## src/rtl/restador_pkg.sv

```systemverilog
// Shared types and constants for the bit-serial subtractor.
// Holds the FSM state enum, default width and counter sizing.
package restador_pkg;

    localparam int WIDTH_DEF = 5;

    function automatic int cnt_width(input int w);
        return $clog2(w + 2);
    endfunction

    localparam int CNT_W = cnt_width(WIDTH_DEF);

    typedef enum logic [1:0] {
        IDLE,
        RUN,
        DONE
    } state_t;

endpackage

```

## src/rtl/restador_serie_q22_if.sv

```systemverilog
// Operand/result handshake bundle for restador_serie_q22.
// The master drives operands and start; the slave returns the result.
interface restador_serie_q22_if #(
    parameter int WIDTH = 5
);

    logic             start;
    logic [WIDTH:0]   c_in;
    logic [WIDTH-1:0] a_in;
    logic [WIDTH:0]   diff;
    logic             borrow;
    logic             range_err;
    logic             busy;
    logic             done;

    modport master (
        output start,
        output c_in,
        output a_in,
        input  diff,
        input  borrow,
        input  range_err,
        input  busy,
        input  done
    );

    modport slave (
        input  start,
        input  c_in,
        input  a_in,
        output diff,
        output borrow,
        output range_err,
        output busy,
        output done
    );

endinterface

```

## src/rtl/restador_bit.sv

```systemverilog
// Combinational 1-bit full subtractor: d = c - a - bin.
// Used as the single serial bit cell of restador_serie_q22.
module restador_bit (
    input  logic c,
    input  logic a,
    input  logic bin,
    output logic d,
    output logic bout
);

    assign d    = c ^ a ^ bin;
    assign bout = (~c & a) | (~(c ^ a) & bin);

endmodule

```

## src/rtl/restador_serie_q22.sv

```systemverilog
// Bit-serial subtractor, LSB first: diff = c - a over WIDTH+1 bits.
// Define RESTADOR_SAT_EN to clamp diff into 0..2^WIDTH-1.
module restador_serie_q22
    import restador_pkg::*;
#(
    parameter int WIDTH = WIDTH_DEF
) (
    input logic                 clk,
    input logic                 rst_n,
    restador_serie_q22_if.slave bus
);

    localparam int CW = cnt_width(WIDTH);

    state_t state_q;
    state_t state_d;

    logic [WIDTH:0]   c_q;
    logic [WIDTH:0]   a_q;
    logic [WIDTH-1:0] r_q;
    logic [CW-1:0]    cnt_q;
    logic             bin_q;

    logic [WIDTH:0]   diff_q;
    logic             borrow_q;
    logic             rerr_q;

    logic             d_bit;
    logic             bout_bit;
    logic             last;
    logic [WIDTH:0]   raw;
    logic [WIDTH:0]   res_d;
    logic             rerr_d;

    restador_bit u_bit (
        .c    (c_q[0]),
        .a    (a_q[0]),
        .bin  (bin_q),
        .d    (d_bit),
        .bout (bout_bit)
    );

    assign last   = (state_q == RUN) && (cnt_q == CW'(WIDTH));
    assign raw    = {d_bit, r_q};
    assign rerr_d = raw[WIDTH] & ~bout_bit;

    always_comb begin
        res_d = raw;
`ifdef RESTADOR_SAT_EN
        if (bout_bit) begin
            res_d = '0;
        end else if (rerr_d) begin
            res_d = {1'b0, {WIDTH{1'b1}}};
        end
`endif
    end

    always_ff @(posedge clk or negedge rst_n) begin
        if (!rst_n) begin
            state_q <= IDLE;
        end else begin
            state_q <= state_d;
        end
    end

    always_comb begin
        state_d = state_q;
        unique case (state_q)
            IDLE: if (bus.start) state_d = RUN;
            RUN:  if (last) state_d = DONE;
            DONE: state_d = IDLE;
            default: state_d = IDLE;
        endcase
    end

    // Result bits enter at the top and walk down; bit WIDTH joins at the end.
    always_ff @(posedge clk or negedge rst_n) begin
        if (!rst_n) begin
            c_q      <= '0;
            a_q      <= '0;
            r_q      <= '0;
            cnt_q    <= '0;
            bin_q    <= 1'b0;
            diff_q   <= '0;
            borrow_q <= 1'b0;
            rerr_q   <= 1'b0;
        end else if (state_q == IDLE) begin
            if (bus.start) begin
                c_q   <= bus.c_in;
                a_q   <= {1'b0, bus.a_in};
                r_q   <= '0;
                cnt_q <= '0;
                bin_q <= 1'b0;
            end
        end else if (state_q == RUN) begin
            c_q   <= c_q >> 1;
            a_q   <= a_q >> 1;
            r_q   <= raw[WIDTH:1];
            bin_q <= bout_bit;
            cnt_q <= cnt_q + CW'(1);
            if (last) begin
                diff_q   <= res_d;
                borrow_q <= bout_bit;
                rerr_q   <= rerr_d;
            end
        end
    end

    assign bus.diff      = diff_q;
    assign bus.borrow    = borrow_q;
    assign bus.range_err = rerr_q;
    assign bus.busy      = (state_q != IDLE);
    assign bus.done      = (state_q == DONE);

endmodule

```

## src/flat_wrapper.sv

```systemverilog
// flat-port wrapper written by rule: the top's interface ports become plain ports
module restador_serie_q22_flat import restador_pkg::*;
#(
    parameter int WIDTH = WIDTH_DEF
)
  (clk, rst_n, bus_start, bus_c_in, bus_a_in, bus_diff, bus_borrow, bus_range_err, bus_busy, bus_done);
  restador_serie_q22_if #(.WIDTH(WIDTH)) bus_i ();
  input logic clk;
  input logic rst_n;
  input wire logic [$bits(bus_i.start)-1:0] bus_start;
  input wire logic [$bits(bus_i.c_in)-1:0] bus_c_in;
  input wire logic [$bits(bus_i.a_in)-1:0] bus_a_in;
  output wire logic [$bits(bus_i.diff)-1:0] bus_diff;
  output wire logic [$bits(bus_i.borrow)-1:0] bus_borrow;
  output wire logic [$bits(bus_i.range_err)-1:0] bus_range_err;
  output wire logic [$bits(bus_i.busy)-1:0] bus_busy;
  output wire logic [$bits(bus_i.done)-1:0] bus_done;
  assign bus_i.start = bus_start;
  assign bus_i.c_in = bus_c_in;
  assign bus_i.a_in = bus_a_in;
  assign bus_diff = bus_i.diff;
  assign bus_borrow = bus_i.borrow;
  assign bus_range_err = bus_i.range_err;
  assign bus_busy = bus_i.busy;
  assign bus_done = bus_i.done;
  restador_serie_q22 #(.WIDTH(WIDTH)) u_core (.clk(clk), .rst_n(rst_n), .bus(bus_i));
endmodule
```

## config.mk

```make
export PLATFORM = sky130hd
export DESIGN_NAME = restador_serie_q22_flat
export DESIGN_NICKNAME = d
export VERILOG_FILES = /design/src/rtl/restador_pkg.sv /design/src/rtl/restador_serie_q22_if.sv /design/src/rtl/restador_bit.sv /design/src/rtl/restador_serie_q22.sv /design/src/flat_wrapper.sv
export SDC_FILE = /design/constraint.sdc
export NUM_CORES = 1
export LEC_CHECK = 0
export CAP_MARGIN = 25
export CORE_ASPECT_RATIO = 1.2
export CORE_MARGIN = 5
export CORE_UTILIZATION = 47
export DETAILED_ROUTE_END_ITERATION = 8
export PLACE_DENSITY = 0.86
export SYNTH_ARGS = -nofsm -noshare
export SYNTH_HDL_FRONTEND = slang
export SYNTH_HIERARCHICAL = 1
export SYNTH_SLANG_ARGS = --single-unit
```

## constraint.sdc

```tcl
create_clock -name clk -period 1.4 [get_ports clk]
set_input_delay 0.28 -clock clk [delete_from_list [all_inputs] [get_ports clk]]
set_output_delay 0.28 -clock clk [all_outputs]
set_load 0.05 [all_outputs]
```

# Word level (Yosys, flattened, before mapping)
# Cells that the tools add are included.
# Widths: inputs -> output; s select.
# word_totals
ff_bits	31
input_bits	14
out_inout_bits	10
wordCells	50
# op_classes
add_sub_neg	1
eq_ne	5
n_mux	18
bitwise_logic	10
reduce_logical	7
# op_table
operator	n
$mux 6	6
$mux 5	3
$mux 3	3
$mux 2	2
$not 1->1	4
$pmux 2 s2	1
$reduce_and 2->1	2
$reduce_bool 2->1	2
$add 3x1->3 const B	1
$and 1x1->1	3
$eq 3x3->1 const B	1
$mux 1	3
$reduce_and 3->1	1
$eq 2x1->1 const B	1
$eq 2x2->1 const B	1
$logic_not 2->1	1
$ne 2x1->1 const B	1
$ne 2x2->1 const B	1
$xor 1x1->1	2
$logic_and 1x1->1	1
$or 1x1->1	1

# Longest topological paths before layout
# logic_depth
depth_word	6
mapped_depth	5
ltp_nobuf	5

# By module
# Netlist, hierarchy kept.
# modules_own_cells
mod	n_inst	cells_per_inst	area_per_inst_um2	seq_area_each_um2
restador_serie_q22	1	105	1396.3	750.7
restador_bit	1	4	31.3	0.0

# Worst setup path after synthesis
# Ideal clock, no wire load.
# synth_path
path_type	register -> output
startpoint	register u_core.state_q[0]
endpoint	output port bus_done
arrival_time_ns	1.414
required_time_ns	1.120
slack_ns	-0.294
path_stages_with_launch	4
path_buffers	2
cell_sequence	dfrtp_1 -> buf_6 -> buf_6 -> nor2b_1
# synth_via
elab_chain_cells	1
# synth_rtl
item	line_no	source
start: declaration	restador_serie_q22.sv:15	state_t state_q;
start signal: assignment	restador_serie_q22.sv:62	state_q <= state_d;
$eq 2x2->1	restador_serie_q22.sv:113	assign bus.done = (state_q == DONE);
end: declaration	flat_wrapper.sv:17	output wire logic [$bits(bus_i.done)-1:0] bus_done;
# No other way between the ends.

# Final worst setup path
# layout_path
startpoint	register u_core.state_q[1]
endpoint	output port bus_busy
# layout_via
elab_chain_cells	1
# layout_rtl
item	line_no	source
$reduce_bool 2->1	restador_serie_q22.sv:112	assign bus.busy = (state_q != IDLE);
end: declaration	flat_wrapper.sv:16	output wire logic [$bits(bus_i.busy)-1:0] bus_busy;
# No other way between the ends.

==> summary.txt <==
Synthesis
  • Most frequent cell after synthesis: dfrtp_1
  • Most used DFF post-synth: dfrtp_1
  • Synth unique cells: 27
  • Top cells by area, synth: dfrtp_1 (53%), mux2_4 (8.4%), inv_1 (3.9%)
  • Simple-gate share of the synthesized area: between 10 and 15%
  • Mapped cell area: between 1000 and 1500 µm²
  • Cells after Synth: between 100 and 150
  • Post-Synth XOR/XNOR Area: 0%
  • Post-synth EDFFs: 0
  • Mux share of post-synthesis cell area: 9.11%
  • Adder-cell share of the synthesized area: 3.16%
  • Fraction of registers with async set/reset: 100%
  • Seq/Total Area, Yosys: between 50% and 60%
  • Syn. warnings: 6
  • Compound-Gate Fraction of Synth Area: between 10% and 20%
  • Area leader, netlist: dfrtp_1
  • Post-synth top cells: dfrtp_1 (30), inv_1 (15), mux2_4 (8)
  • Main combinational cell family by area after synthesis: compound AO/OA/AOI/OAI gates
  • Syn nets: about 130
  • Avg Cell Area, Syn: 13.1 µm²
  • Synth top area share: approximately 53%
  • Synth Register Bits: 30

Place
  • DP HPWL: slightly below 2 mm
  • Placed cell area: between 1500 and 2000 µm²
  • # port buffers: 23
  • RePlAce Congestion: between 0.7 and 0.8

CTS
  • Post-CTS Hold Buffers: 0
  • Clk slew on worst S/H paths: roughly 0.090 ns
  • Clock Path Buffers: 2
  • Root buffer cell: clkbuf_4
  • Clk sinks: 30
  • Latest clock arrival within the worst-skew pair: 0.33 ns
  • CTS tree: yes
  • CTS Buf Count: 5
  • H-tree levels: 2

Finish
  • Layout cells sized above 1: ~40%
  • Diode count: 0
  • Synthesis-to-layout area growth: 44.3%
  • Post-layout nets: 169
  • Post-route cell area: roughly 2100 µm²

Floorplanning
  • FP Rows: 22
  • IO Count: 24
  • Core area: 3000 µm²
  • Die area: 4240 µm²
  • DIE HEIGHT: roughly 70 µm
  • Initial Utilization: between 40% and 50%
  • Die X: between 60 and 70 µm

Timing
  • Worst setup margin: -0.0824 ns
  • Setup-failing EPs final: 5
  • Tmin final: between 1 and 1.5 ns
  • Clock skew: between 0.005 and 0.006 ns
  • Relative slew margins: slightly above 70%
  • Final hold violation count: 0
  • Setup TNS: -0.278 ns
  • Final period util: 106%
  • Fmax: between 600 and 700 MHz
  • Final Max Tran Viols: 0
  • RSZ-0062 raised after global routing: true
  • Worst Max-Slew Pin Slew: 0.427 ns

Route
  • Via count: approximately 1,000
  • Routed wire length: about 3.2 mm
  • Vias per cell: 5.57
  • Routed Antenna Nets: 0
  • WL/cell: 17.2 µm
  • Drt drc: 0
  • DRT Pass-1 Iters: 5
  • Initial drt markers: 20

GRT
  • Number of global-route vias before repair: 1,105
  • Largest net degree at the start of global routing: 31
  • Antenna violations before repair: 0
  • Global-route wire length before repair: 5.33 mm
  • GRT Total Usage: between 10% and 20%
  • Grt ovf: 0

Pwr
  • Tot Pwr: around 5000 µW
  • Leak: between 0.0009 and 0.001 µW
  • Worst vdd ir: between 1.5 and 2 mV
  • Power per cell area: roughly 2400 nW/µm²

Worst setup path
  • CP dominant cell by count: buf_12
  • Worst EP required: about 1.1 ns
  • Max FO, Critical Path: 5
  • Slowest CP cell: dfrtp_2
  • Biggest cell delay along the critical path: around 0.44 ns
  • CP Capture Type: primary output
  • Cell-by-cell listing of the critical path: buf_12, nor2_4, inv_2, buf_12
  • Startpoint types: flop
  • Critical path class: reg -> out
  • Data arrival, critical path: 1.20 ns

Run
  • Number of max-cap violations: 0

Hold path
  • Min-delay worst type: in -> async

Run status
  • Failing checks: negative setup slack
  • Status: finished with violations
## flip-flops by register name (all words and copies together) (netlist names)
name / count
u_core/cnt_q: 3
u_core/r_q: 5
u_core/bin_q: 1
u_core/bus.diff: 6
u_core/state_q: 2
u_core/bus.borrow: 1
u_core/a_q: 5
u_core/c_q: 6
u_core/bus.range_err: 1
## timing repair
| item | CTS | global route |
|---|---|---|
| pin swaps | 2 | 3 |
| setup buffers | 9 | 3 |
| resized for setup | 9 | 7 |
| cloned | 1 | 1 |
| setup endpoints to repair | 13 | 10 |
## worst max-delay path, delay by kind of cell (launching register included)
kind | cells | cell delay, ns
AND/OR/NAND/NOR | 1 | 0.11
flip-flops | 1 | 0.44
buffers and inverters | 3 | 0.33
## through the flow
step,instances,hold slack (ns),utilization [%],worst slack (ns)
after CTS,183,0.303,66.4,-0.0887
after detailed placement,167,0.490,61.3,-0.152
after floorplan,109,-0.0156,-,0.0248
after global routing,187,0.315,68.7,-0.139
after global placement,167,0.477,61.3,-0.0763
final,187,0.304,68.7,-0.0824
## layer usage
| layer | vias up | track usage [%] | part of all wire (%) |
|---|---|---|---|
| li1 | 482 | - | - |
| met4 | 0 | 5.17 | 1.6 |
| met2 | 31 | 28.1 | 54 |
| met5 | - | 0 | 0 |
| met1 | 522 | 20.1 | 40 |
| met3 | 7 | 6.10 | 4.6 |
## worst paths after layout
| kind | slack [ns] | end | from | cells past startpoint |
|---|---|---|---|---|
| worst max-delay path | -0.08 | bus_busy | u_core/state_q[1]$_DFFE_PN0P_ | 4 |
| worst min register to register | 0.51 | u_core/r_q[0]$_DFFE_PN0P_ | u_core/r_q[0]$_DFFE_PN0P_ | 1 |
| worst min-delay path | 0.30 | u_core/state_q[0]$_DFFE_PN0P_ | rst_n | 2 |
| worst max register to register | -0.07 | u_core/bus.range_err$_DFFE_PN0P_ | u_core/a_q[0]$_DFFE_PN0P_ | 4 |
| max in group asynchronous | 0.92 | u_core/state_q[1]$_DFFE_PN0P_ | rst_n | 2 |
| min in group clk | 0.51 | u_core/r_q[0]$_DFFE_PN0P_ | u_core/r_q[0]$_DFFE_PN0P_ | 1 |
## area by class of cell
cell class,instances,area [µm²]
Sequential cell,30,753
Multi-Input combinational cell,59,648
Inverter,15,56.3
Fill cell,209,940
Tap cell,36,45.0
Clock buffer,6,51.3
Timing Repair Buffer,41,507
## logic make-up after synthesis
kind of cell,count (synthesis)
multiplexers,9
adder cells (fa/ha/maj),3
flip-flops,30
AO/OA/AOI/OAI,22
AND/OR/NAND/NOR,23
buffers and inverters,22
## report_power, final
part           internal (µW)  leakage (µW)  switching [µW]
registers               1260      0.000371             342
clock network            226     0.0000302             278
logic                   1580      0.000581            1300
## placed cells by master (no fill, tap or decap), types with 2 or more instances in the layout
master and count:
nand4b_4 2, inv_1 11, clkbuf_4 5, a32o_1 2, buf_12 13, nor4b_1 4
nor3b_1 6, nor2b_4 2, dfrtp_2 2, dfrtp_1 28, a222oi_1 3, a22o_1 6
a211oi_1 6, nor4b_2 2, nor2b_1 3, buf_4 14, inv_2 4, clkdlybuf4s50_1 13
mux2_4 8
(Power assumes the default switching activity.)
